<file path="src/rtl/rle_decompressor_if.sv">
// Bus between the compressed-stream source / RAM-input mux and the run-length decoder.
// The decoder takes the slave modport; whatever drives Start and the stream takes master.
interface rle_decompressor_if #(
    parameter int ADDR_W = 16
);
    logic              Start;
    logic [ADDR_W-1:0] NumPixels;
    logic [7:0]        InData;
    logic              InValid;
    logic              InReady;
    logic [7:0]        DataInDecompressed;
    logic              WriteEnable;
    logic [ADDR_W-1:0] Address;
    logic              Busy;
    logic              Done;
    logic              Overrun;

    modport slave (
        input  Start, NumPixels, InData, InValid,
        output InReady, DataInDecompressed, WriteEnable, Address, Busy, Done, Overrun
    );

    modport master (
        output Start, NumPixels, InData, InValid,
        input  InReady, DataInDecompressed, WriteEnable, Address, Busy, Done, Overrun
    );
endinterface

</file>
<file path="src/rtl/rle_decompressor.sv">
// Expands (count, value) byte pairs into one RAM write per cycle until NumPixels bytes
// have been written, then pulses Done. Every output is decoded from registered state.
module rle_decompressor #(
    parameter int ADDR_W = 16
) (
    input  logic                 clk,
    input  logic                 rst,
    rle_decompressor_if.slave    bus
);

    typedef enum logic [2:0] {
        IDLE,
        GET_COUNT,
        GET_VALUE,
        EMIT,
        DONE
    } state_t;

    state_t            state_q, state_d;
    logic [ADDR_W-1:0] numPix_q, numPix_d;
    logic [ADDR_W-1:0] addr_q, addr_d;
    logic [8:0]        run_q, run_d;
    logic [7:0]        value_q, value_d;
    logic              overrun_q, overrun_d;

    logic inReady;
    logic xfer;
    logic lastWrite;

    assign inReady   = (state_q == GET_COUNT) || (state_q == GET_VALUE);
    assign xfer      = inReady && bus.InValid;
    assign lastWrite = (addr_q == (numPix_q - ADDR_W'(1)));

    always_ff @(posedge clk or posedge rst) begin
        if (rst) begin
            state_q   <= IDLE;
            numPix_q  <= '0;
            addr_q    <= '0;
            run_q     <= '0;
            value_q   <= '0;
            overrun_q <= 1'b0;
        end else begin
            state_q   <= state_d;
            numPix_q  <= numPix_d;
            addr_q    <= addr_d;
            run_q     <= run_d;
            value_q   <= value_d;
            overrun_q <= overrun_d;
        end
    end

    always_comb begin
        state_d   = state_q;
        numPix_d  = numPix_q;
        addr_d    = addr_q;
        run_d     = run_q;
        value_d   = value_q;
        overrun_d = overrun_q;

        case (state_q)
            IDLE: begin
                if (bus.Start) begin
                    numPix_d  = bus.NumPixels;
                    addr_d    = '0;
                    overrun_d = 1'b0;
                    state_d   = (bus.NumPixels == '0) ? DONE : GET_COUNT;
                end
            end
            GET_COUNT: begin
                // A zero count encodes a full 256-byte run, hence the 9-bit run register.
                if (xfer) begin
                    run_d   = {(bus.InData == 8'd0), bus.InData};
                    state_d = GET_VALUE;
                end
            end
            GET_VALUE: begin
                if (xfer) begin
                    value_d = bus.InData;
                    state_d = EMIT;
                end
            end
            EMIT: begin
                run_d = run_q - 9'd1;
                // The address is held on the final write so it never passes NumPixels-1.
                if (lastWrite) begin
                    state_d = DONE;
                    if (run_q != 9'd1) begin
                        overrun_d = 1'b1;
                    end
                end else begin
                    addr_d = addr_q + ADDR_W'(1);
                    if (run_q == 9'd1) begin
                        state_d = GET_COUNT;
                    end
                end
            end
            DONE: begin
                state_d = IDLE;
            end
            default: begin
                state_d = IDLE;
            end
        endcase
    end

    assign bus.InReady            = inReady;
    assign bus.DataInDecompressed = value_q;
    assign bus.WriteEnable        = (state_q == EMIT);
    assign bus.Address            = addr_q;
    assign bus.Busy               = (state_q != IDLE);
    assign bus.Done               = (state_q == DONE);
    assign bus.Overrun            = overrun_q;

endmodule

</file>
<file path="src/flat_wrapper.sv">
// flat-port wrapper written by rule: the top's interface ports become plain ports
module rle_decompressor_flat 
#(
    parameter int ADDR_W = 16
)
  (clk, rst, bus_Start, bus_NumPixels, bus_InData, bus_InValid, bus_InReady, bus_DataInDecompressed, bus_WriteEnable, bus_Address, bus_Busy, bus_Done, bus_Overrun);
  rle_decompressor_if #(.ADDR_W(ADDR_W)) bus_i ();
  input  logic clk;
  input  logic rst;
  input wire logic [$bits(bus_i.Start)-1:0] bus_Start;
  input wire logic [$bits(bus_i.NumPixels)-1:0] bus_NumPixels;
  input wire logic [$bits(bus_i.InData)-1:0] bus_InData;
  input wire logic [$bits(bus_i.InValid)-1:0] bus_InValid;
  output wire logic [$bits(bus_i.InReady)-1:0] bus_InReady;
  output wire logic [$bits(bus_i.DataInDecompressed)-1:0] bus_DataInDecompressed;
  output wire logic [$bits(bus_i.WriteEnable)-1:0] bus_WriteEnable;
  output wire logic [$bits(bus_i.Address)-1:0] bus_Address;
  output wire logic [$bits(bus_i.Busy)-1:0] bus_Busy;
  output wire logic [$bits(bus_i.Done)-1:0] bus_Done;
  output wire logic [$bits(bus_i.Overrun)-1:0] bus_Overrun;
  assign bus_i.Start = bus_Start;
  assign bus_i.NumPixels = bus_NumPixels;
  assign bus_i.InData = bus_InData;
  assign bus_i.InValid = bus_InValid;
  assign bus_InReady = bus_i.InReady;
  assign bus_DataInDecompressed = bus_i.DataInDecompressed;
  assign bus_WriteEnable = bus_i.WriteEnable;
  assign bus_Address = bus_i.Address;
  assign bus_Busy = bus_i.Busy;
  assign bus_Done = bus_i.Done;
  assign bus_Overrun = bus_i.Overrun;
  rle_decompressor #(.ADDR_W(ADDR_W)) u_core (.clk(clk), .rst(rst), .bus(bus_i));
endmodule
</file>
<file path="config.mk">
export PLATFORM = sky130hd
export DESIGN_NAME = rle_decompressor_flat
export DESIGN_NICKNAME = d
export VERILOG_FILES = /design/src/rtl/rle_decompressor_if.sv /design/src/rtl/rle_decompressor.sv /design/src/flat_wrapper.sv
export SDC_FILE = /design/constraint.sdc
export NUM_CORES = 1
export LEC_CHECK = 0
export ABC_AREA = 1
export CELL_PAD_IN_SITES_DETAIL_PLACEMENT = 0
export CELL_PAD_IN_SITES_GLOBAL_PLACEMENT = 1
export CORE_MARGIN = 3
export CORE_UTILIZATION = 38
export CTS_CLUSTER_DIAMETER = 80
export DETAILED_ROUTE_END_ITERATION = 8
export PLACE_DENSITY_LB_ADDON = 0.1
export SYNTH_ARGS = -nofsm -noshare
export SYNTH_HDL_FRONTEND = slang
export SYNTH_SLANG_ARGS = --single-unit
export TNS_END_PERCENT = 5
</file>
<file path="constraint.sdc">
create_clock -name clk -period 2.55 [get_ports clk]
set_input_delay 0.51 -clock clk [delete_from_list [all_inputs] [get_ports clk]]
set_output_delay 0.51 -clock clk [all_outputs]
set_load 0.05 [all_outputs]
</file>
==> qor_table.md, run 1 <==
| Step | Quantity | This run |
| --- | --- | --- |
| run status | Status | finished, final reports clean |
| setup path | Count of buffering cells on the critical path with inverters included | 3 |
| pwr | Power Total | 4.67 mW |
| sta | Post-route clock skew | 0.00911 ns |
| clocking | Clk root buf | clkbuf_8 |
| synthesis | Synth Warn # | 0 |
| sta | Relative slew slack | 0.550 |
| setup path | Endpoint of the most critical register-to-register path | u_core.bus.Address[4] |
| finish | Fraction of final layout cells sized beyond drive strength 1 | 0.0755 |
| setup path | Maximum net fanout on the critical path | 4 |
| routing | Total number of vias | 3217 |
| min path | Type of the worst min-delay path | flip-flop to flip-flop |
| pwr | Static Leak | 2.00 nW |
| finish | Most frequent cells in the layout | nand2_1, inv_1, clkdlybuf4s50_1 |
| die | Total number of placement rows | 34 |
| setup path | Max stage delay cell, worst path | clkdlybuf4s50_1 |
| clocking | Number of levels the H-tree was split into | 2 |
| routing | Final routed DRC violation total | 0 |
| routing | DRC marker count from the first detailed-route iteration | 105 |
| finish | Most common cell after layout, fill and taps aside | nand2_1 |
| sta | Period Utilization, post-route | 0.935 |
| setup path | Instance count on the critical path | 5 |
| sta | Transition at the pin with the smallest max-transition slack | 0.669 ns |
| synthesis | Mean instance size in the synthesized netlist | 7.05 um2 |
| sta | Final Max Slew Viols | 0 |
| clocking | Number of gates given a new drive strength after cts | 0 |
| finish | Count of placed standard cells in the final layout, fillers left out | 651 |
| setup path | Crit-path leading delay family | buffers and inverters |
| setup path | Worst R2R Setup Slack | 0.28 ns |
| synthesis | Predominant post-synthesis flop cell | dfrtp_1 |
| clocking | Clock buffers created by TritonCTS | 5 |
| finish | Number of antenna cells inserted | 0 |
| finish | Multi-input combinational cell area | 0.00181 mm2 |
| finish | Area used by sequential logic in the layout | 0.00133 mm2 |
| setup path | Crit path required time | 2.04 ns |
| sta | Final TNS setup | 0 ns |
| finish | Fill cells | 916 |
| routing | First-pass iteration count of the detailed router | 4 |
| die | Initial Utilization | 0.393 |
| routing | Wire length after detailed routing | 9310 um |
| global route | Largest net degree at the start of global routing | 26 |
| die | Die Span Y | 101 um |
| pwr | Cell area power density | 1100 mW/mm2 |
| die | Ports | 57 |
| clocking | Clock latency on the worst-skew pair | 0.32 ns |
| sta | Unrepaired setup endpoints after global routing | false |
| clocking | Clock Sink Count | 53 |
| routing | Antenna-violating nets left | 0 |
| setup path | Critical path capture point | bus_Busy |
| setup path | Depth of the worst register-to-register path | 16 |
| synthesis | Unique cell type count in the Yosys netlist | 39 |
| finish | Net count of the finished layout | 575 |
| placement | Final GP Congestion | 0.827 |
| routing | Wire length per cell | 14.3 um |
| placement | Place WS | 0.204 ns |
| die | Die Outline Area | 0.0102 mm2 |
| finish | Utilization after layout | 0.488 |
| sta | Final critical delay including setup and external delays | 2.38 ns |
| sta | Max frequency | 420 MHz |
| clocking | Post-CTS Setup Inserts | 0 |
| placement | Cell count after placement | 644 |
| synthesis | Synth Instances | 486 |
| placement | Detailed placement HPWL | 7350 um |
| setup path | Critical path arrival | 1.87 ns |
| global route | Total overflow reported by the global router | 0 |
| clocking | Hold bufs inserted after CTS | 0 |
| synthesis | Post-synthesis instance area | 0.00343 mm2 |
| clocking | Clock-pin slew on the worst setup and hold paths | 0.11 ns |
| global route | Number of global-route vias before repair | 3151 |
| global route | Global-route wire length before repair | 15500 um |
| global route | GRT Overall Usage | 0.191 |
| sta | Setup-violating endpoint count in the final report | 0 |
| pwr | Peak ir drop on the vdd network | 0.799 mV |
| placement | Number of buffer cells added on primary ports | 56 |
| die | Placeable core region | 0.00872 mm2 |
| finish | Area growth syn-to-layout | 24.2% |
| synthesis | EDFF count, synth | 0 |
| die | Die boundary width | 101 um |
| synthesis | Synth Register Bits | 53 |
| placement | Placed cell areas | 0.00414 mm2 |
| synthesis | Async set-reset flop share out of synthesis | 1.00 |
| setup path | Startpoint type of the worst setup path | flip-flop |
| setup path | Cell chain of the critical path | nor2_1, inv_1, nor2_1, inv_1, clkdlybuf4s50_1 |
| clocking | Clock tree buffer depth | 2 |
| synthesis | Sequential share of the synthesized area | 0.387 |
| sta | Hold Violations, Final | 0 |
| global route | Number of antenna violations at the first check in global routing | 0 |
| sta | Hold Worst Slack | 0.494 ns |
| setup path | Critical path class | flip-flop to primary output |
| routing | Per-cell via count in the routed design | 4.94 |
| flow run | Max cap viols | 0 |
| setup path | Slowest Stage Delay on Critical Path | 0.71 ns |
| setup path | Crit. End Element | primary output |
| setup path | Launch point of the worst path | u_core.state_q[0] |
| setup path | Source of the worst register-to-register timing path | u_core.numPix_q[0] |
| clocking | CTS tree | yes |
| synthesis | Net count after synthesis | 518 |
| finish | Final instance area | 0.00426 mm2 |
| sta | Final WS setup | 0.166 ns |
## state kept, by name, summed over array words and instances, names as in the netlist
signal / flops
u_core.bus.Address: 16
u_core.numPix_q: 16
u_core.run_q: 9
u_core.bus.DataInDecompressed: 8
u_core.state_q: 3
u_core.bus.Overrun: 1
## area by class of cell
| cell class | instances | share of cell area |
|---|---|---|
| clock inverters | 2 | 0.00911 |
| clock buffers | 5 | 0.0162 |
| inverters | 64 | 0.0570 |
| multi-input cells | 356 | 0.426 |
| flip-flops and latches | 53 | 0.312 |
| well taps | 108 | 0.0317 |
| repair buffers | 63 | 0.149 |
## kinds of logic after synthesis
family          count (synthesis)  share of synthesized area
xor+xnor                       21                     0.0537
fa+ha+maj                       4                     0.0146
compound gates                 56                     0.0916
mux                             4                     0.0131
flops                          53                      0.387
buf+inv                        77                     0.0887
simple gates                  271                      0.351
## worst min path at each step
| stage | slack, ns | endpoint | from | cells past startpoint |
|---|---|---|---|---|
| floorplan | 0.47 | u_core.numPix_q[15] | u_core.numPix_q[15] | 2 |
| global placement | 0.47 | u_core.bus.DataInDecompressed[4] | u_core.bus.DataInDecompressed[4] | 2 |
| detailed placement | 0.48 | u_core.bus.DataInDecompressed[4] | u_core.bus.DataInDecompressed[4] | 2 |
| CTS | 0.50 | u_core.bus.DataInDecompressed[4] | u_core.bus.DataInDecompressed[4] | 2 |
| global route | 0.53 | u_core.run_q[5] | u_core.run_q[5] | 1 |
| finish | 0.49 | u_core.bus.DataInDecompressed[4] | u_core.bus.DataInDecompressed[4] | 2 |
## where the power goes
| group | internal [mW] | switching [mW] | total [mW] |
|---|---|---|---|
| Clock | 0.292 | 0.312 | 0.604 |
| Sequential | 1.15 | 0.310 | 1.46 |
| Combinational | 0.927 | 1.68 | 2.61 |
| Total | 2.37 | 2.31 | 4.67 |
## cell usage after synthesis (2+ instances only)
| cell | n | area [um2] |
|---|---|---|
| nand2_1 | 138 | 518 |
| inv_1 | 62 | 233 |
| dfrtp_1 | 53 | 1330 |
| nor2_1 | 53 | 199 |
| nand3_1 | 35 | 175 |
| o21ai_0 | 31 | 155 |
| xor2_1 | 16 | 140 |
| a21oi_1 | 11 | 55.1 |
| nand4_1 | 9 | 56.3 |
| clkbuf_1 | 8 | 30.0 |
| nand3b_1 | 7 | 52.6 |
| nor2_2 | 7 | 43.8 |
| nor4_1 | 6 | 37.5 |
| o211ai_1 | 5 | 37.5 |
| xnor2_1 | 5 | 43.8 |
| ha_1 | 4 | 50.1 |
| mux2_2 | 4 | 45.0 |
| nor3_1 | 4 | 20.0 |
| nand2_2 | 3 | 18.8 |
| buf_2 | 2 | 10.0 |
| clkbuf_2 | 2 | 10.0 |
| nand2_4 | 2 | 22.5 |
| nor2_4 | 2 | 22.5 |
| o21ai_1 | 2 | 10.0 |
## routing by layer
metal	wire length (um)	vias up	GRT usage
li1	-	1671	-
met1	4200	1502	0.236
met2	4840	38	0.351
met3	220	6	0.0339
met4	47	0	0.0276
met5	0	-	0
## worst reg2reg max path: cells and delay by family, from the launching register on
kind,cells,cell delay [ns]
flops,1,0.39
buf+inv,3,0.30
compound gates,1,0.07
fa+ha+maj,1,0.22
simple gates,11,1.20
(Power assumes the default switching activity.)
==> inputs of run 2 (changes only) <==
Settings changed: RECOVER_POWER set to 25.
==> run 2 against run 1 <==
Clock power about the same; largest power group unchanged; final area decreased by 0.35%; die area unchanged.
==> qor_table.md, run 2 (synthesized netlist as in run 1, its figures left out) <==
| Step | Quantity | This run | Delta |
| --- | --- | --- | --- |
| run status | Status | finished, final reports clean |  |
| setup path | Crit path required time | 2.04 ns | about the same |
| finish | Most frequent cells in the layout | nand2_1, inv_1, clkdlybuf4s50_1, dfrtp_1, nor2_1 |  |
| sta | Final critical delay including setup and external delays | 2.38 ns | -0.000615 ns |
| sta | Hold Worst Slack | 0.494 ns | +0.000224 ns |
| clocking | Post-CTS Setup Inserts | 0 | unchanged |
| global route | GRT Overall Usage | 0.191 | unchanged |
| finish | Most common cell after layout, fill and taps aside | nand2_1 |  |
| min path | Hold Path Depth | 2 | unchanged |
| global route | GR Layer Usage met2 | 0.351 | unchanged |
| placement | Placed cell areas | 0.00414 mm2 | unchanged |
| global route | Met1 capacity usage during global routing | 0.236 | unchanged |
| sta | Final TNS setup | 0 ns | unchanged |
| sta | Transition at the pin with the smallest max-transition slack | 0.825 ns | +0.155 ns |
| pwr | Static Leak | 1.99 nW | -0.20% |
| die | Placeable core region | 0.00872 mm2 | unchanged |
| setup path | Depth of the worst register-to-register path | 16 | unchanged |
| die | Die boundary width | 101 um | unchanged |
| global route | Global-route wire length before repair | 15500 um | unchanged |
| routing | Antenna-violating nets left | 0 | unchanged |
| clocking | Number of levels the H-tree was split into | 2 | unchanged |
| die | Die Outline Area | 0.0102 mm2 | unchanged |
| global route | Met3 capacity usage during global routing | 0.0339 | unchanged |
| clocking | CTS tree | yes |  |
| clocking | Clock tree buffer depth | 2 | unchanged |
| routing | First-pass iteration count of the detailed router | 4 | unchanged |
| die | Die Span Y | 101 um | unchanged |
| die | Total number of placement rows | 34 | unchanged |
| min path | Startpoint of the most critical hold path | u_core.bus.DataInDecompressed[4] |  |
| setup path | Startpoint type of the worst setup path | flip-flop |  |
| setup path | Count of buffering cells on the critical path with inverters included | 3 | unchanged |
| global route | Number of global-route vias before repair | 3151 | unchanged |
| die | Ports | 57 | unchanged |
| sta | Post-route clock skew | 0.00802 ns | -0.00110 ns |
| finish | Area growth syn-to-layout | 23.8% |  |
| sta | Hold Violations, Final | 0 | unchanged |
| setup path | Crit. End Element | primary output |  |
| sta | Final Max Slew Viols | 0 | unchanged |
| finish | Final instance area | 0.00424 mm2 | -0.35% |
| setup path | Endpoint of the most critical register-to-register path | u_core.bus.Address[4] |  |
| routing | Final routed DRC violation total | 0 | unchanged |
| sta | Unrepaired setup endpoints after global routing | false |  |
| setup path | Launch point of the worst path | u_core.state_q[0] |  |
| placement | Number of buffer cells added on primary ports | 56 | unchanged |
| setup path | Slowest Stage Delay on Critical Path | 0.71 ns | about the same |
| routing | Wire length after detailed routing | 9350 um | +0.38% |
| pwr | Peak ir drop on the vdd network | 0.796 mV | -0.32% |
| sta | Setup-violating endpoint count in the final report | 0 | unchanged |
| clocking | Clk root buf | clkbuf_8 |  |
| routing | Total number of vias | 3217 | unchanged |
| setup path | Critical path arrival | 1.87 ns | about the same |
| global route | Largest net degree at the start of global routing | 26 | unchanged |
| setup path | Maximum net fanout on the critical path | 4 | unchanged |
| die | Initial Utilization | 0.393 | unchanged |
| setup path | Source of the worst register-to-register timing path | u_core.numPix_q[0] |  |
| clocking | Clock Sink Count | 53 | unchanged |
| setup path | Crit-path leading delay family | buffers and inverters |  |
| clocking | Clock-pin slew on the worst setup and hold paths | 0.11 ns | about the same |
| pwr | Power Total | 4.67 mW | about the same |
| routing | Wire length per cell | 14.4 um | +0.38% |
| sta | Period Utilization, post-route | 0.934 | about the same |
| clocking | Clock buffers created by TritonCTS | 5 | unchanged |
| routing | DRC marker count from the first detailed-route iteration | 108 | +2.9% |
| clocking | Hold bufs inserted after CTS | 0 | unchanged |
| placement | Final GP Congestion | 0.827 | unchanged |
| sta | Relative slew slack | 0.450 | -0.100 |
| finish | Fraction of final layout cells sized beyond drive strength 1 | 0.0737 | -0.00184 |
| placement | Detailed placement HPWL | 7350 um | unchanged |
| global route | GRT busiest layer | met2 |  |
| min path | Worst Hold End | u_core.bus.DataInDecompressed[4] |  |
| min path | Type of the worst min-delay path | flip-flop to flip-flop |  |
| finish | Number of antenna cells inserted | 0 | unchanged |
| flow run | Max cap viols | 0 | unchanged |
| pwr | Cell area power density | 1100 mW/mm2 | +0.33% |
| clocking | Number of gates given a new drive strength after cts | 0 | unchanged |
| global route | Total overflow reported by the global router | 0 | unchanged |
| sta | Max frequency | 420 MHz | about the same |
| finish | Utilization after layout | 0.486 | -0.00172 |
| finish | Net count of the finished layout | 575 | unchanged |
| setup path | Critical path class | flip-flop to primary output |  |
| setup path | Max stage delay cell, worst path | clkdlybuf4s50_1 |  |
| clocking | Clock latency on the worst-skew pair | 0.32 ns | about the same |
| setup path | Worst R2R Setup Slack | 0.28 ns | about the same |
| setup path | Cell chain of the critical path | nor2_1, inv_1, nor2_1, inv_1, clkdlybuf4s50_1 |  |
| global route | Number of antenna violations at the first check in global routing | 0 | unchanged |
| routing | Per-cell via count in the routed design | 4.94 | unchanged |
-- run 2: changes by cell type in the layout (fill, tap and decap cells not counted), sizes merged --
cell / change
clkdlybuf4s50: -1
buf: -1
clkbuf: +1
dlygate4sd3: +1
-- run 2: layout make-up --
type / instances / area (um2)
clock inverter: 2 / 38.8
timing repair buffer: 63 / 618
multi-input combinational: 356 / 1810
sequential: 53 / 1330
inverter: 64 / 243
tap: 108 / 135
fill: 918 / 4480
clock buffer: 5 / 68.8
-- run 2: where the power goes --
part | leakage [nW] | total, mW | internal, mW | switching (mW)
clock network | 0.0546 | 0.604 | 0.292 | 0.312
registers | 0.673 | 1.46 | 1.15 | 0.310
logic | 1.27 | 2.61 | 0.924 | 1.69
total | 1.99 | 4.67 | 2.37 | 2.31
-- run 2: tightest hold or removal path: stages, from the launching register on --
cell,delay [ns]
dfrtp_1,0.36
nand2_1,0.05
o21ai_0,0.06
-- run 2: worst max-delay path by stage --
stage / cells after the start / end / slack [ns]
6_report: 5 / bus_Busy / 0.17
5_1_grt: 16 / u_core.bus.Address[8] / 0.003
4_1_cts: 5 / bus_Busy / 0.15
3_5_place_dp: 16 / u_core.bus.Address[4] / 0.20
3_3_place_gp: 15 / u_core.bus.Address[8] / 0.28
2_1_floorplan: 3 / bus_InReady / 0.36
-- run 2: metrics by stage --
step                setup WS (ns)  instances
finish                      0.167        651
global route              0.00268        651
CTS                         0.146        651
detailed placement          0.204        644
global placement            0.276        644
floorplan                   0.357        486
-- run 2: layer usage --
metal / wire, um / up-vias
li1: - / 1669
met1: 4190 / 1501
met2: 4880 / 41
met3: 241 / 6
met4: 41 / 0
met5: 0 / -
